## config.mk

```make
export PLATFORM = sky130hd
export DESIGN_NAME = spi_master_ctrl
export DESIGN_NICKNAME = d
export VERILOG_FILES = /design/src/rtl/spi_pkg.sv /design/src/rtl/spi_shift_reg.sv /design/src/rtl/spi_master_ctrl.sv
export SDC_FILE = /design/constraint.sdc
export NUM_CORES = 1
export LEC_CHECK = 0
export CAP_MARGIN = 40
export CORE_MARGIN = 2
export CORE_UTILIZATION = 35
export DETAILED_ROUTE_END_ITERATION = 7
export PLACE_DENSITY = 0.55
export SYNTH_ARGS = -nofsm -noshare
export SYNTH_HDL_FRONTEND = slang
export SYNTH_HIERARCHICAL = 1
export SYNTH_SLANG_ARGS = --single-unit
```

## constraint.sdc

```tcl
create_clock -name i_clk -period 3.38 [get_ports i_clk]
set_input_delay 0.676 -clock i_clk [delete_from_list [all_inputs] [get_ports i_clk]]
set_output_delay 0.676 -clock i_clk [all_outputs]
set_load 0.005 [all_outputs]
```

## src/rtl/spi_pkg.sv

```systemverilog
// Shared types and default sizing for the mode-0 SPI master controller.
package spi_pkg;
   localparam int DEF_DATA_WIDTH = 8;
   localparam int DEF_CLK_DIV    = 4;

   typedef enum logic [2:0] {IDLE, SETUP, SCLK_HI, SCLK_LO, HOLD, DONE} spi_state_e;
endpackage

```

## src/rtl/spi_shift_reg.sv

```systemverilog
// Full-duplex shift register: parallel load or MSB-first left shift, load wins.
module spi_shift_reg
   import spi_pkg::*;
#(
   parameter int DATA_WIDTH = DEF_DATA_WIDTH
) (
   input  logic                  i_clk,
   input  logic                  i_rst,
   input  logic                  i_sh,
   input  logic                  i_ld,
   input  logic [DATA_WIDTH-1:0] i_d_par_in,
   input  logic                  i_d_ser_in,
   output logic                  o_d_ser_out,
   output logic [DATA_WIDTH-1:0] o_d_par_out
);
   logic [DATA_WIDTH-1:0] r_sr;

   always_ff @(posedge i_clk or posedge i_rst) begin
      if (i_rst)
         r_sr <= '0;
      else if (i_ld)
         r_sr <= i_d_par_in;
      else if (i_sh)
         r_sr <= {r_sr[DATA_WIDTH-2:0], i_d_ser_in};
   end

   assign o_d_ser_out = r_sr[DATA_WIDTH-1];
   assign o_d_par_out = r_sr;
endmodule

```

## src/rtl/spi_master_ctrl.sv

```systemverilog
// Mode-0 SPI master: sequences one MSB-first full-duplex word per accepted start,
// driving registered SCLK/CS_N and strobing the shift-register datapath.
module spi_master_ctrl
   import spi_pkg::*;
#(
   parameter int DATA_WIDTH = DEF_DATA_WIDTH,
   parameter int CLK_DIV    = DEF_CLK_DIV
) (
   input  logic                  i_clk,
   input  logic                  i_rst,
   input  logic                  i_start,
   input  logic [DATA_WIDTH-1:0] i_tx_data,
   output logic                  o_busy,
   output logic                  o_done,
   output logic [DATA_WIDTH-1:0] o_rx_data,
   output logic                  o_sclk,
   output logic                  o_cs_n,
   output logic                  o_mosi,
   input  logic                  i_miso
);
   localparam int DIV_W = $clog2(CLK_DIV + 1);
   localparam int BIT_W = $clog2(DATA_WIDTH + 1);
   localparam logic [DIV_W-1:0] DIV_LAST = DIV_W'(CLK_DIV - 1);
   localparam logic [BIT_W-1:0] BIT_ALL  = BIT_W'(DATA_WIDTH);

   spi_state_e            r_state;
   logic [DIV_W-1:0]      r_div_cnt;
   logic [BIT_W-1:0]      r_bit_cnt;
   logic                  r_sample;
   logic                  r_sclk;
   logic                  r_cs_n;
   logic                  r_busy;
   logic                  r_done;
   logic [DATA_WIDTH-1:0] r_rx_data;

   logic                  w_ld;
   logic                  w_sh;
   logic                  w_first;
   logic                  w_last;
   logic [BIT_W-1:0]      w_bit_cnt_eff;
   logic [DATA_WIDTH-1:0] w_sr;

   assign w_first = (r_div_cnt == DIV_LAST);
   assign w_last  = (r_div_cnt == '0);
   assign w_ld    = (r_state == IDLE) && i_start;
   assign w_sh    = (r_state == SCLK_LO) && w_first;
   // With CLK_DIV=1 the shift cycle is also the exit cycle, so count the bit in flight.
   assign w_bit_cnt_eff = w_sh ? r_bit_cnt + 1'b1 : r_bit_cnt;

   spi_shift_reg #(.DATA_WIDTH(DATA_WIDTH)) u_sr (
      .i_clk       (i_clk),
      .i_rst       (i_rst),
      .i_sh        (w_sh),
      .i_ld        (w_ld),
      .i_d_par_in  (i_tx_data),
      .i_d_ser_in  (r_sample),
      .o_d_ser_out (o_mosi),
      .o_d_par_out (w_sr)
   );

   always_ff @(posedge i_clk or posedge i_rst) begin
      if (i_rst) begin
         r_state   <= IDLE;
         r_div_cnt <= '0;
         r_bit_cnt <= '0;
         r_sample  <= 1'b0;
         r_sclk    <= 1'b0;
         r_cs_n    <= 1'b1;
         r_busy    <= 1'b0;
         r_done    <= 1'b0;
         r_rx_data <= '0;
      end else begin
         case (r_state)
            IDLE: begin
               r_done <= 1'b0;
               if (i_start) begin
                  r_state   <= SETUP;
                  r_div_cnt <= DIV_LAST;
                  r_bit_cnt <= '0;
                  r_busy    <= 1'b1;
                  r_cs_n    <= 1'b0;
               end
            end
            SETUP: begin
               if (w_last) begin
                  r_state   <= SCLK_HI;
                  r_div_cnt <= DIV_LAST;
                  r_sclk    <= 1'b1;
               end else
                  r_div_cnt <= r_div_cnt - 1'b1;
            end
            SCLK_HI: begin
               if (w_first)
                  r_sample <= i_miso;
               if (w_last) begin
                  r_state   <= SCLK_LO;
                  r_div_cnt <= DIV_LAST;
                  r_sclk    <= 1'b0;
               end else
                  r_div_cnt <= r_div_cnt - 1'b1;
            end
            SCLK_LO: begin
               r_bit_cnt <= w_bit_cnt_eff;
               if (w_last) begin
                  r_div_cnt <= DIV_LAST;
                  if (w_bit_cnt_eff == BIT_ALL)
                     r_state <= HOLD;
                  else begin
                     r_state <= SCLK_HI;
                     r_sclk  <= 1'b1;
                  end
               end else
                  r_div_cnt <= r_div_cnt - 1'b1;
            end
            HOLD: begin
               if (w_last) begin
                  r_state   <= DONE;
                  r_div_cnt <= '0;
                  r_cs_n    <= 1'b1;
                  r_done    <= 1'b1;
                  r_rx_data <= w_sr;
               end else
                  r_div_cnt <= r_div_cnt - 1'b1;
            end
            DONE: begin
               r_state <= IDLE;
               r_done  <= 1'b0;
               r_busy  <= 1'b0;
            end
            default: begin
               r_state <= IDLE;
               r_sclk  <= 1'b0;
               r_cs_n  <= 1'b1;
               r_busy  <= 1'b0;
               r_done  <= 1'b0;
            end
         endcase
      end
   end

   assign o_busy    = r_busy;
   assign o_done    = r_done;
   assign o_rx_data = r_rx_data;
   assign o_sclk    = r_sclk;
   assign o_cs_n    = r_cs_n;
endmodule

```

==> impl_results.rst, run 1 <==
.. list-table::
   :header-rows: 1

   * - Metric
     - Value
   * - FMAX
     - 0.493 GHz
   * - Number of buffers inserted by port buffering
     - 24
   * - Clock tree from TritonCTS
     - done
   * - Initial Util
     - 36.7%
   * - Maximum Capacitance Violations
     - 0
   * - Fraction of layout instances using a drive strength above 1
     - 16.0%
   * - Chip Width
     - 71.8 um
   * - Final Hold Vio Count
     - 0
   * - Logic depth of the worst register-to-register path
     - 5
   * - Count of final setup violators
     - 0
   * - Slew margin rel.
     - 50.9%
   * - Global-route wire length before repair
     - 5690 um
   * - Endpoint of the lowest-slack register-to-register path
     - u_sr/o_d_par_out[2]$_DFFE_PP0P_
   * - Hold crit path type
     - reg -> reg
   * - Total GRT Usage
     - 14.5%
   * - Cell with the biggest individual delay on the critical path
     - sky130_fd_sc_hd__or3b_2
   * - Synth Instances
     - 154
   * - Number of antenna repair diodes
     - 0
   * - Worst hold path startpoint
     - o_rx_data[0]$_DFFE_PP0P_
   * - Top Ports
     - 25
   * - Clk sink count
     - 31
   * - Die Footprint
     - 5150 sq um
   * - Final Critical Period
     - 2.03 ns
   * - Hold_buf cts
     - 0
   * - # resized after CTS
     - 0
   * - Total power density per cell area
     - 362 nW/um^2
   * - Netlist area before placement
     - 1610 sq um
   * - Clock Skew
     - 0.00583 ns
   * - Total setup buffers inserted after CTS
     - 0
   * - Detail-routed net length per standard cell
     - 15.0 um
   * - Count of TritonRoute iterations in the first routing pass
     - 4
   * - Arrival time at the worst endpoint
     - 2.23 ns
   * - Vias per Instance
     - 5.36
   * - Maximum fanout count along the critical path
     - 16
   * - Hold Path Cell Cnt
     - 1
   * - Bufs on Longest Clock Path
     - 2
   * - Share of the clock period used by the worst path
     - 60.0%
   * - Maximum number of pins on one net before global-route repair
     - 25
   * - Delay of the slowest cell on the worst path
     - 0.53 ns
   * - Largest cells by area after synthesis
     - sky130_fd_sc_hd__dfrtp_1, sky130_fd_sc_hd__mux2_2, sky130_fd_sc_hd__mux2i_1, sky130_fd_sc_hd__nand2_1, sky130_fd_sc_hd__a21oi_1
   * - Detailed-placement wirelength estimate
     - 2420 um
   * - Setup repair after global routing missed its margin
     - no
   * - Final weighted congestion in routability-driven placement
     - 0.832
   * - Synthesized net count
     - 167
   * - Via total after detailed routing
     - 1216
   * - Antenna violations before repair
     - 0
   * - CP required
     - 3.58 ns
   * - Placement Setup Slack
     - 1.08 ns
   * - Worst vdd ir
     - 0.000239 V
   * - Core outline area
     - 4380 sq um
   * - Cell chosen for the clock root
     - sky130_fd_sc_hd__clkbuf_8
   * - Startpoint type of the worst setup path
     - primary input
   * - Start of the worst register-to-register path
     - r_state[2]$_DFFE_PP0P_
   * - Via count of the first global-routing pass
     - 1216
   * - Net count, final
     - 188
   * - Yosys synthesis warning count
     - 6
   * - Leakage power
     - 0.000773 uW
   * - Number of DRC markers in iteration 0
     - 65
   * - Vertical die dimension
     - 71.8 um
   * - Synth area leader
     - sky130_fd_sc_hd__dfrtp_1
   * - Inserted Clock Buffers
     - 5
   * - GR Overflow Total
     - 0
   * - Post-synthesis sequential area ratio
     - 48.3%
   * - Area share of the largest cell type after synthesis
     - 46.7%
   * - Worst Path Class, Setup
     - in -> reg
   * - Layout Area Growth over Synthesis
     - 20.9%
   * - DRC
     - 0
   * - Avg Cell Area, Syn
     - 10.4 sq um
   * - Detailed Route WL
     - 3400 um
   * - Antenna-violating nets left
     - 0
   * - Row count
     - 24
   * - Hold Path End
     - o_rx_data[0]$_DFFE_PP0P_
   * - Library cells used by synthesis
     - 41
   * - Series of cell instances along the critical path
     - clkdlybuf4s50_1, or3b_2, nor2_1, buf_4, nand2_1, o21ai_1
   * - Setup WS post-layout
     - 1.35 ns
   * - H-Tree Level Count
     - 2
   * - Run status
     - completed
   * - Max-slew violation count
     - 0
   * - Count of state elements after synthesis
     - 31
   * - Type of destination of the critical path
     - register
   * - Register clock-pin slew on the reported worst setup and hold paths
     - 0.07 ns
   * - Setup Total Neg Slack
     - 0 ns
   * - Slack of the worst reg-to-reg path
     - 1.41 ns
   * - Worst Tran Pin Value
     - 0.737 ns
   * - Clock latency on the worst-skew pair
     - 0.28 ns
[layout make-up]
| cell class | instances | area, sq um |
|---|---|---|
| Sequential cell | 31 | 777 |
| Multi-Input combinational cell | 105 | 729 |
| Tap cell | 52 | 65.1 |
| Fill cell | 415 | 2440 |
| Inverter | 6 | 22.5 |
| Clock inverter | 1 | 5.00 |
| Clock buffer | 6 | 82.6 |
| Timing Repair Buffer | 26 | 263 |
[cells in the final DEF, fill, tap and decap left out, types with 2 or more instances in the layout]
cell type / Yosys / routed
sky130_fd_sc_hd__a21oi_1: 8 / 8
sky130_fd_sc_hd__clkbuf_8: 0 / 6
sky130_fd_sc_hd__clkdlybuf4s50_1: 0 / 24
sky130_fd_sc_hd__dfrtp_1: 30 / 30
sky130_fd_sc_hd__inv_1: 6 / 6
sky130_fd_sc_hd__mux2_2: 10 / 10
sky130_fd_sc_hd__mux2i_1: 11 / 11
sky130_fd_sc_hd__nand2_1: 17 / 17
sky130_fd_sc_hd__nand2b_1: 2 / 2
sky130_fd_sc_hd__nand3_1: 2 / 2
sky130_fd_sc_hd__nand3_2: 2 / 2
sky130_fd_sc_hd__nand3b_1: 3 / 3
sky130_fd_sc_hd__nor2_1: 6 / 6
sky130_fd_sc_hd__nor3_1: 4 / 4
sky130_fd_sc_hd__nor4_1: 2 / 2
sky130_fd_sc_hd__o21ai_0: 5 / 5
sky130_fd_sc_hd__o21ai_1: 8 / 8
sky130_fd_sc_hd__o22ai_1: 3 / 3
sky130_fd_sc_hd__o31a_1: 2 / 2
sky130_fd_sc_hd__or3_1: 3 / 3
[worst max-delay path: cells and delay by family]
kind            cells  cell delay (ns)
buf+inv             2             0.73
simple gates        3             0.73
compound gates      1             0.09
[worst max-delay path by stage]
stage | start | to | depth (start not counted)
2_1_floorplan | i_start | u_sr/o_d_par_out[0]$_DFFE_PP0P_ | 5
6_report | i_start | u_sr/o_d_par_out[2]$_DFFE_PP0P_ | 6
3_5_place_dp | i_start | u_sr/o_d_par_out[2]$_DFFE_PP0P_ | 6
3_3_place_gp | i_start | u_sr/o_d_par_out[0]$_DFFE_PP0P_ | 5
5_1_grt | r_state[2]$_DFFE_PP0P_ | u_sr/o_d_par_out[2]$_DFFE_PP0P_ | 5
4_1_cts | i_start | u_sr/o_d_par_out[2]$_DFFE_PP0P_ | 6
[kinds of logic after synthesis]
kind of cell,after synthesis,synth area share [%]
multiplexers,21,13.9
AND/OR/NAND/NOR,48,16.8
AO/OA/AOI/OAI,35,13.9
flip-flops,31,48.3
adder cells (fa/ha/maj),1,0.778
buffers and inverters,18,6.30
[synthesized netlist by cell type]
| library cell | count |
|---|---|
| sky130_fd_sc_hd__dfrtp_1 | 30 |
| sky130_fd_sc_hd__nand2_1 | 17 |
| sky130_fd_sc_hd__mux2i_1 | 11 |
| sky130_fd_sc_hd__mux2_2 | 10 |
| sky130_fd_sc_hd__a21oi_1 | 8 |
| sky130_fd_sc_hd__o21ai_1 | 8 |
| sky130_fd_sc_hd__inv_1 | 6 |
| sky130_fd_sc_hd__nor2_1 | 6 |
| sky130_fd_sc_hd__o21ai_0 | 5 |
| sky130_fd_sc_hd__nor3_1 | 4 |
| sky130_fd_sc_hd__buf_2 | 3 |
| sky130_fd_sc_hd__buf_6 | 3 |
| sky130_fd_sc_hd__clkbuf_1 | 3 |
| sky130_fd_sc_hd__nand3b_1 | 3 |
| sky130_fd_sc_hd__o22ai_1 | 3 |
| sky130_fd_sc_hd__or3_1 | 3 |
| sky130_fd_sc_hd__buf_4 | 2 |
| sky130_fd_sc_hd__nand2b_1 | 2 |
| sky130_fd_sc_hd__nand3_1 | 2 |
| sky130_fd_sc_hd__nand3_2 | 2 |
| sky130_fd_sc_hd__nor4_1 | 2 |
| sky130_fd_sc_hd__o31a_1 | 2 |
| sky130_fd_sc_hd__a211oi_1 | 1 |
| sky130_fd_sc_hd__a21boi_0 | 1 |
| sky130_fd_sc_hd__a221o_1 | 1 |
| sky130_fd_sc_hd__a22o_2 | 1 |
| sky130_fd_sc_hd__a31oi_1 | 1 |
| sky130_fd_sc_hd__and2b_1 | 1 |
| sky130_fd_sc_hd__and4b_2 | 1 |
| sky130_fd_sc_hd__buf_1 | 1 |
| sky130_fd_sc_hd__dfstp_2 | 1 |
| sky130_fd_sc_hd__ha_1 | 1 |
| sky130_fd_sc_hd__nand4b_1 | 1 |
| sky130_fd_sc_hd__nor3_4 | 1 |
| sky130_fd_sc_hd__nor4b_1 | 1 |
| sky130_fd_sc_hd__o211a_1 | 1 |
| sky130_fd_sc_hd__o21a_1 | 1 |
| sky130_fd_sc_hd__o21bai_1 | 1 |
| sky130_fd_sc_hd__o41ai_2 | 1 |
| sky130_fd_sc_hd__or2_2 | 1 |
| sky130_fd_sc_hd__or3b_2 | 1 |
[stage by stage]
stage               power [uW]  cell area [sq um]  util [%]  hold slack [ns]  cells
global placement           417               1840      42.0            0.490    219
detailed placement         421               1860      42.4            0.493    220
finish                     704               1940      44.3            0.508    227
global route               735               1940      44.3            0.538    227
floorplan                  399               1610         -            0.479    154
CTS                        715               1940      44.3            0.508    227
[metal layers]
| layer | up-vias | track usage [%] | wire [um] |
|---|---|---|---|
| li1 | 589 | - | - |
| met1 | 580 | 18.3 | 1590 |
| met2 | 35 | 22.3 | 1580 |
| met3 | 12 | 4.50 | 151 |
| met4 | 0 | 7.13 | 84 |
| met5 | - | 0 | 0 |
[report_power, final]
| part | internal (uW) | switching [uW] | leakage, uW |
|---|---|---|---|
| clock network | 159 | 132 | 0.0000470 |
| logic | 17.8 | 13.4 | 0.000350 |
| registers | 377 | 4.68 | 0.000377 |
| total | 554 | 150 | 0.000773 |
[registers in the layout, summed over array words and instances, names as in the netlist]
signal	count
r_bit_cnt	4
o_rx_data	8
o_cs_n	1
r_div_cnt	3
r_state	3
o_done	1
o_busy	1
r_sample	1
o_sclk	1
u_sr/o_d_par_out	8
Note: power is estimated with default switching activity, not from simulation.
==> run 2: changes to the inputs <==
==> constraint.sdc (replaced) <==
create_clock -name i_clk -period 1.95 [get_ports i_clk]
set_input_delay 0.39 -clock i_clk [delete_from_list [all_inputs] [get_ports i_clk]]
set_output_delay 0.39 -clock i_clk [all_outputs]
set_load 0.005 [all_outputs]
==> impl_results.rst, run 2 (synthesized netlist as in run 1, its figures left out) <==
.. list-table::
   :header-rows: 1

   * - Metric
     - Value
   * - Number of buffers inserted by port buffering
     - 24 (unchanged)
   * - Endpoint of the lowest-slack register-to-register path
     - r_state[2]$_DFFE_PP0P_
   * - Clk sink count
     - 31 (unchanged)
   * - Hold crit path type
     - in -> async
   * - Wire length on met1
     - 1670 um (+5.3%)
   * - Setup repair after global routing missed its margin
     - no
   * - Maximum Capacitance Violations
     - 0 (unchanged)
   * - Top routing layer used
     - met4
   * - Register clock-pin slew on the reported worst setup and hold paths
     - 0.07 ns (about the same)
   * - Number of antenna repair diodes
     - 0 (unchanged)
   * - Layout Area Growth over Synthesis
     - 25.1%
   * - Clock Skew
     - 0.00651 ns (+0.000675 ns)
   * - Via total after detailed routing
     - 1254 (+3.1%)
   * - Vias per Instance
     - 5.31 (-0.81%)
   * - Slack of the worst reg-to-reg path
     - 0.14 ns (-1.27 ns)
   * - Detail-routed net length per standard cell
     - 14.7 um (-1.8%)
   * - GR Overflow Total
     - 0 (unchanged)
   * - Maximum number of pins on one net before global-route repair
     - 18 (-28%)
   * - Count of TritonRoute iterations in the first routing pass
     - 4 (unchanged)
   * - Most frequent cells in the layout
     - sky130_fd_sc_hd__dfrtp_1, sky130_fd_sc_hd__clkdlybuf4s50_1, sky130_fd_sc_hd__nand2_1
   * - Final Hold Vio Count
     - 0 (unchanged)
   * - Final Hold Slack
     - 0.375 ns (-0.132 ns)
   * - DRC
     - 0 (unchanged)
   * - Startpoint type of the worst setup path
     - register
   * - Fin area
     - 2010 sq um (+3.4%)
   * - Slew margin rel.
     - 77.8% (+27 points)
   * - Cell chosen for the clock root
     - sky130_fd_sc_hd__clkbuf_8
   * - H-Tree Level Count
     - 2 (unchanged)
   * - Bufs on Longest Clock Path
     - 2 (unchanged)
   * - Chip Width
     - 71.8 um (unchanged)
   * - Most common library cell in the layout ignoring fill and taps
     - sky130_fd_sc_hd__dfrtp_1
   * - Detailed Route WL
     - 3470 um (+2.1%)
   * - Max-slew violation count
     - 0 (unchanged)
   * - Inserted Clock Buffers
     - 5 (unchanged)
   * - Instance area after placement
     - 1920 sq um (+3.2%)
   * - Total length of routed met3 wires
     - 147 um (-2.6%)
   * - Antenna-violating nets left
     - 0 (unchanged)
   * - Global-route wire length before repair
     - 6130 um (+7.6%)
   * - Share of the clock period used by the worst path
     - 92.6%
   * - Clock tree from TritonCTS
     - done
   * - Antenna violations before repair
     - 0 (unchanged)
   * - Detailed-placement wirelength estimate
     - 2510 um (+3.9%)
   * - Worst Tran Pin Value
     - 0.332 ns (-0.405 ns)
   * - Number of DRC markers in iteration 0
     - 41 (-37%)
   * - Worst Path Class, Setup
     - reg -> reg
   * - Top Ports
     - 25 (unchanged)
   * - Initial Util
     - 36.7% (unchanged)
   * - Count of final setup violators
     - 0 (unchanged)
   * - Arrival time at the worst endpoint
     - 1.98 ns (-0.25 ns)
   * - Row count
     - 24 (unchanged)
   * - Final weighted congestion in routability-driven placement
     - 0.785 (-5.6%)
   * - Die Footprint
     - 5150 sq um (unchanged)
   * - CP required
     - 2.12 ns (-1.46 ns)
   * - FMAX
     - 0.554 GHz
   * - Total met2 wirelength after detailed routing
     - 1590 um (+1.2%)
   * - Leakage power
     - 0.000816 uW (+5.6%)
   * - Total Power Consumption
     - 1230 uW (+75%)
   * - Final Critical Period
     - 1.81 ns
   * - Fraction of layout instances using a drive strength above 1
     - 20.7% (+4.7 points)
   * - Maximum fanout count along the critical path
     - 7 (-9)
   * - Core outline area
     - 4380 sq um (unchanged)
   * - Layout filler cell count
     - 398 (-4.1%)
   * - Net count, final
     - 197 (+4.8%)
   * - Worst vdd ir
     - 0.000339 V (+42%)
   * - Via count of the first global-routing pass
     - 1261 (+3.7%)
   * - Logic depth of the worst register-to-register path
     - 5 (unchanged)
   * - Vertical die dimension
     - 71.8 um (unchanged)
   * - Clock latency on the worst-skew pair
     - 0.28 ns (about the same)
   * - Total GRT Usage
     - 15.4% (+0.96 points)
   * - Total power density per cell area
     - 611 nW/um^2 (+69%)
   * - Type of destination of the critical path
     - register
   * - Start of the worst register-to-register path
     - r_bit_cnt[0]$_DFFE_PP0P_
   * - Hold_buf cts
     - 0 (unchanged)
   * - Run status
     - completed
==> run 2: cell count changes in the layout (fill, tap and decap cells not counted) <==
cell,delta
sky130_fd_sc_hd__buf_8,-1
sky130_fd_sc_hd__nor4b_1,-1
sky130_fd_sc_hd__buf_4,+10
sky130_fd_sc_hd__nor4b_2,+1
==> run 2: through the flow <==
step / cells / worst slack [ns] / setup TNS [ns] / util, %
after floorplan: 154 / 0.308 / 0 / -
after global placement: 229 / 0.0353 / 0 / 43.7
after detailed placement: 229 / -0.0168 / -0.0168 / 43.7
after CTS: 236 / 0.0857 / 0 / 45.7
after global routing: 236 / 0.0186 / 0 / 45.9
final: 236 / 0.144 / 0 / 45.9
==> run 2: cell type report <==
type,instances,area (sq um),area share [%]
clock buffer,6,82.6,4.11
sequential,31,777,38.6
inverter,6,22.5,1.12
timing repair buffer,35,323,16.1
multi-input combinational,105,736,36.6
tap,52,65.1,3.24
clock inverter,1,5.00,0.249
==> run 2: timing repair <==
item,in CTS,in global routing
gates resized for setup,0,1
setup buffers,0,0
setup endpoints to repair,0,3
==> run 2: routing by layer <==
layer / GRT usage [%] / vias up
li1: - / 609
met1: 20.6 / 613
met2: 23.4 / 27
met3: 4.36 / 5
met4: 6.71 / 0
met5: 0 / -
==> run 2: how the worst max path moves through the flow <==
stage,slack (ns),from,endpoint
floorplan,0.31,r_bit_cnt[0]$_DFFE_PP0P_,r_state[1]$_DFFE_PP0P_
global placement,0.04,i_start,u_sr/o_d_par_out[4]$_DFFE_PP0P_
detailed placement,-0.02,i_start,u_sr/o_d_par_out[4]$_DFFE_PP0P_
CTS,0.09,r_bit_cnt[0]$_DFFE_PP0P_,r_state[2]$_DFFE_PP0P_
global route,0.02,r_bit_cnt[0]$_DFFE_PP0P_,r_state[2]$_DFFE_PP0P_
finish,0.14,r_bit_cnt[0]$_DFFE_PP0P_,r_state[2]$_DFFE_PP0P_
==> run 2: worst max-delay path, cell delays in order (launching register included) <==
cell	delay, ns
sky130_fd_sc_hd__dfrtp_1	0.44
sky130_fd_sc_hd__ha_1	0.36
sky130_fd_sc_hd__nor4b_2	0.28
sky130_fd_sc_hd__nand3_1	0.11
sky130_fd_sc_hd__o211a_1	0.16
sky130_fd_sc_hd__o41ai_2	0.34
==> run 2: where the power goes <==
part	total (uW)	internal, uW	switching, uW
sequential	662	653	8.32
clock	513	277	236
combinational	54.8	32.0	22.8
total	1230	962	268
==> run 3: changes to the inputs <==
--- a/config.mk
+++ b/config.mk
@@ -9,7 +9,7 @@
 export CORE_MARGIN = 2
 export CORE_UTILIZATION = 35
 export DETAILED_ROUTE_END_ITERATION = 7
-export PLACE_DENSITY = 0.55
+export PLACE_DENSITY = 0.57
 export SYNTH_ARGS = -nofsm -noshare
 export SYNTH_HDL_FRONTEND = slang
 export SYNTH_HIERARCHICAL = 1
==> constraint.sdc (replaced) <==
create_clock -name i_clk -period 1.6 [get_ports i_clk]
set_input_delay 0.32 -clock i_clk [delete_from_list [all_inputs] [get_ports i_clk]]
set_output_delay 0.32 -clock i_clk [all_outputs]
set_load 0.005 [all_outputs]
==> impl_results.rst, run 3 (synthesized netlist as in run 1, its figures left out) <==
.. list-table::
   :header-rows: 1

   * - Metric
     - Value
   * - Run status
     - finished, violations left
   * - Violated checks
     - setup timing
   * - Final Util
     - 49.9% (+4.1 points)
   * - Detailed-placement wirelength estimate
     - 2690 um (+6.9%)
   * - Number of antenna repair diodes
     - 0 (unchanged)
   * - Clock Skew
     - 0.00850 ns (+0.00199 ns)
   * - Row count
     - 24 (unchanged)
   * - Initial Util
     - 36.7% (unchanged)
   * - Layout Area Growth over Synthesis
     - 36.1%
   * - Core outline area
     - 4380 sq um (unchanged)
   * - Worst Path Class, Setup
     - reg -> reg
   * - DRC
     - 0 (unchanged)
   * - Total power density per cell area
     - 674 nW/um^2 (+10%)
   * - Hold_buf cts
     - 0 (unchanged)
   * - Final Critical Period
     - 1.65 ns (-0.160 ns)
   * - Total Power Consumption
     - 1470 uW (+20%)
   * - Global-route wire length before repair
     - 6400 um (+4.4%)
   * - Most common library cell in the layout ignoring fill and taps
     - sky130_fd_sc_hd__dfrtp_1
   * - Worst Tran Pin Value
     - 0.321 ns (-0.0116 ns)
   * - Via total after detailed routing
     - 1291 (+3.0%)
   * - Setup repair after global routing missed its margin
     - yes
   * - H-Tree Level Count
     - 2 (unchanged)
   * - Share of the clock period used by the worst path
     - 103% (+10 points)
   * - Vias per Instance
     - 5.18 (-2.4%)
   * - Clock latency on the worst-skew pair
     - 0.29 ns (about the same)
   * - Antenna-violating nets left
     - 0 (unchanged)
   * - Register clock-pin slew on the reported worst setup and hold paths
     - 0.07 ns (about the same)
   * - Inserted Clock Buffers
     - 5 (unchanged)
   * - Number of buffers inserted by port buffering
     - 24 (unchanged)
   * - GR Overflow Total
     - 0 (unchanged)
   * - Hold crit path type
     - in -> async
   * - Chip Width
     - 71.8 um (unchanged)
   * - Count of final setup violators
     - 1 (+1)
   * - Clk sink count
     - 31 (unchanged)
   * - FMAX
     - 0.607 GHz (+9.7%)
   * - Arrival time at the worst endpoint
     - 1.82 ns (-0.16 ns)
   * - Leakage power
     - 0.000895 uW (+9.6%)
   * - Vertical die dimension
     - 71.8 um (unchanged)
   * - Type of destination of the critical path
     - register
   * - Worst vdd ir
     - 0.000469 V (+38%)
   * - Via count of the first global-routing pass
     - 1363 (+8.1%)
   * - Maximum number of pins on one net before global-route repair
     - 17 (-1)
   * - Number of DRC markers in iteration 0
     - 70 (+71%)
   * - Cell chosen for the clock root
     - sky130_fd_sc_hd__clkbuf_8
   * - Most frequent cells in the layout
     - sky130_fd_sc_hd__dfrtp_1, sky130_fd_sc_hd__clkdlybuf4s50_1, sky130_fd_sc_hd__buf_4
   * - Count of TritonRoute iterations in the first routing pass
     - 4 (unchanged)
   * - Final weighted congestion in routability-driven placement
     - 0.859 (+9.4%)
   * - Clock tree from TritonCTS
     - done
   * - Slew margin rel.
     - 78.5% (+0.77 points)
   * - Die Footprint
     - 5150 sq um (unchanged)
   * - Setup WS post-layout
     - -0.0465 ns (-0.190 ns)
   * - Setup Total Neg Slack
     - -0.0465 ns (-0.0465 ns)
   * - Layout filler cell count
     - 411 (+3.3%)
   * - Net count, final
     - 209 (+6.1%)
   * - Total GRT Usage
     - 16.2% (+0.75 points)
   * - Fraction of layout instances using a drive strength above 1
     - 28.4% (+7.8 points)
   * - Antenna violations before repair
     - 0 (unchanged)
   * - Bufs on Longest Clock Path
     - 2 (unchanged)
   * - Detailed Route WL
     - 3720 um (+7.1%)
   * - Startpoint type of the worst setup path
     - register
   * - Maximum Capacitance Violations
     - 0 (unchanged)
   * - CP required
     - 1.78 ns (-0.34 ns)
   * - Maximum fanout count along the critical path
     - 3 (-4)
   * - Final Hold Vio Count
     - 0 (unchanged)
   * - Detail-routed net length per standard cell
     - 14.9 um (+1.5%)
   * - Top Ports
     - 25 (unchanged)
   * - Max-slew violation count
     - 0 (unchanged)
[run 3: metal layers]
metal,vias up,track usage [%],part of all wire [%]
li1,630,-,-
met1,622,19.9,45
met2,33,27.1,49
met3,6,4.64,4.2
met4,0,5.66,1.4
met5,-,0,0
[run 3: final cells by class]
| class | instances | area [sq um] | area share (%) |
|---|---|---|---|
| Clock inverter | 2 | 12.5 | 0.572 |
| Sequential cell | 31 | 779 | 35.6 |
| Inverter | 6 | 22.5 | 1.03 |
| Clock buffer | 6 | 72.6 | 3.32 |
| Timing Repair Buffer | 47 | 435 | 19.9 |
| Multi-Input combinational cell | 105 | 801 | 36.6 |
| Tap cell | 52 | 65.1 | 2.97 |
[run 3: where the power goes]
part           total, uW  switching, uW  leakage, uW  internal (uW)
registers            806           9.81     0.000375            796
logic               67.5           28.4     0.000479           39.1
clock network        601            297    0.0000412            303
[run 3: timing repair]
action	4_1_cts	5_1_grt
setup endpoints to repair	4	19
pin swaps	7	6
resized for setup	9	6
buffers inserted	1	2
[run 3: critical path, cell delays in order (launching register included)]
cell	delay [ns]
sky130_fd_sc_hd__dfrtp_1	0.42
sky130_fd_sc_hd__ha_4	0.27
sky130_fd_sc_hd__nor4b_4	0.24
sky130_fd_sc_hd__nand3_1	0.11
sky130_fd_sc_hd__o211a_1	0.17
sky130_fd_sc_hd__o41ai_2	0.34
[run 3: metrics by stage]
stage / setup WS, ns / area, sq um / hold slack (ns) / std cells
4_1_cts: -0.0452 / 2150 / 0.316 / 247
3_3_place_gp: -0.216 / 2010 / 0.490 / 238
3_5_place_dp: -0.268 / 2010 / 0.496 / 238
2_1_floorplan: 0.00421 / 1620 / 0.136 / 154
5_1_grt: -0.0794 / 2190 / 0.328 / 249
6_report: -0.0465 / 2190 / 0.301 / 249
[run 3: final timing paths]
check | startpoint | slack [ns] | end | depth (start not counted)
max | r_bit_cnt[1]$_DFFE_PP0P_ | -0.05 | r_state[2]$_DFFE_PP0P_ | 5
min | i_rst | 0.30 | o_rx_data[3]$_DFFE_PP0P_ | 2
max reg2reg | r_bit_cnt[1]$_DFFE_PP0P_ | -0.05 | r_state[2]$_DFFE_PP0P_ | 5
min reg2reg | o_rx_data[6]$_DFFE_PP0P_ | 0.51 | o_rx_data[6]$_DFFE_PP0P_ | 1
max in group asynchronous | i_rst | 0.81 | o_cs_n$_DFFE_PP1P_ | 3
min in group i_clk | o_rx_data[6]$_DFFE_PP0P_ | 0.51 | o_rx_data[6]$_DFFE_PP0P_ | 1
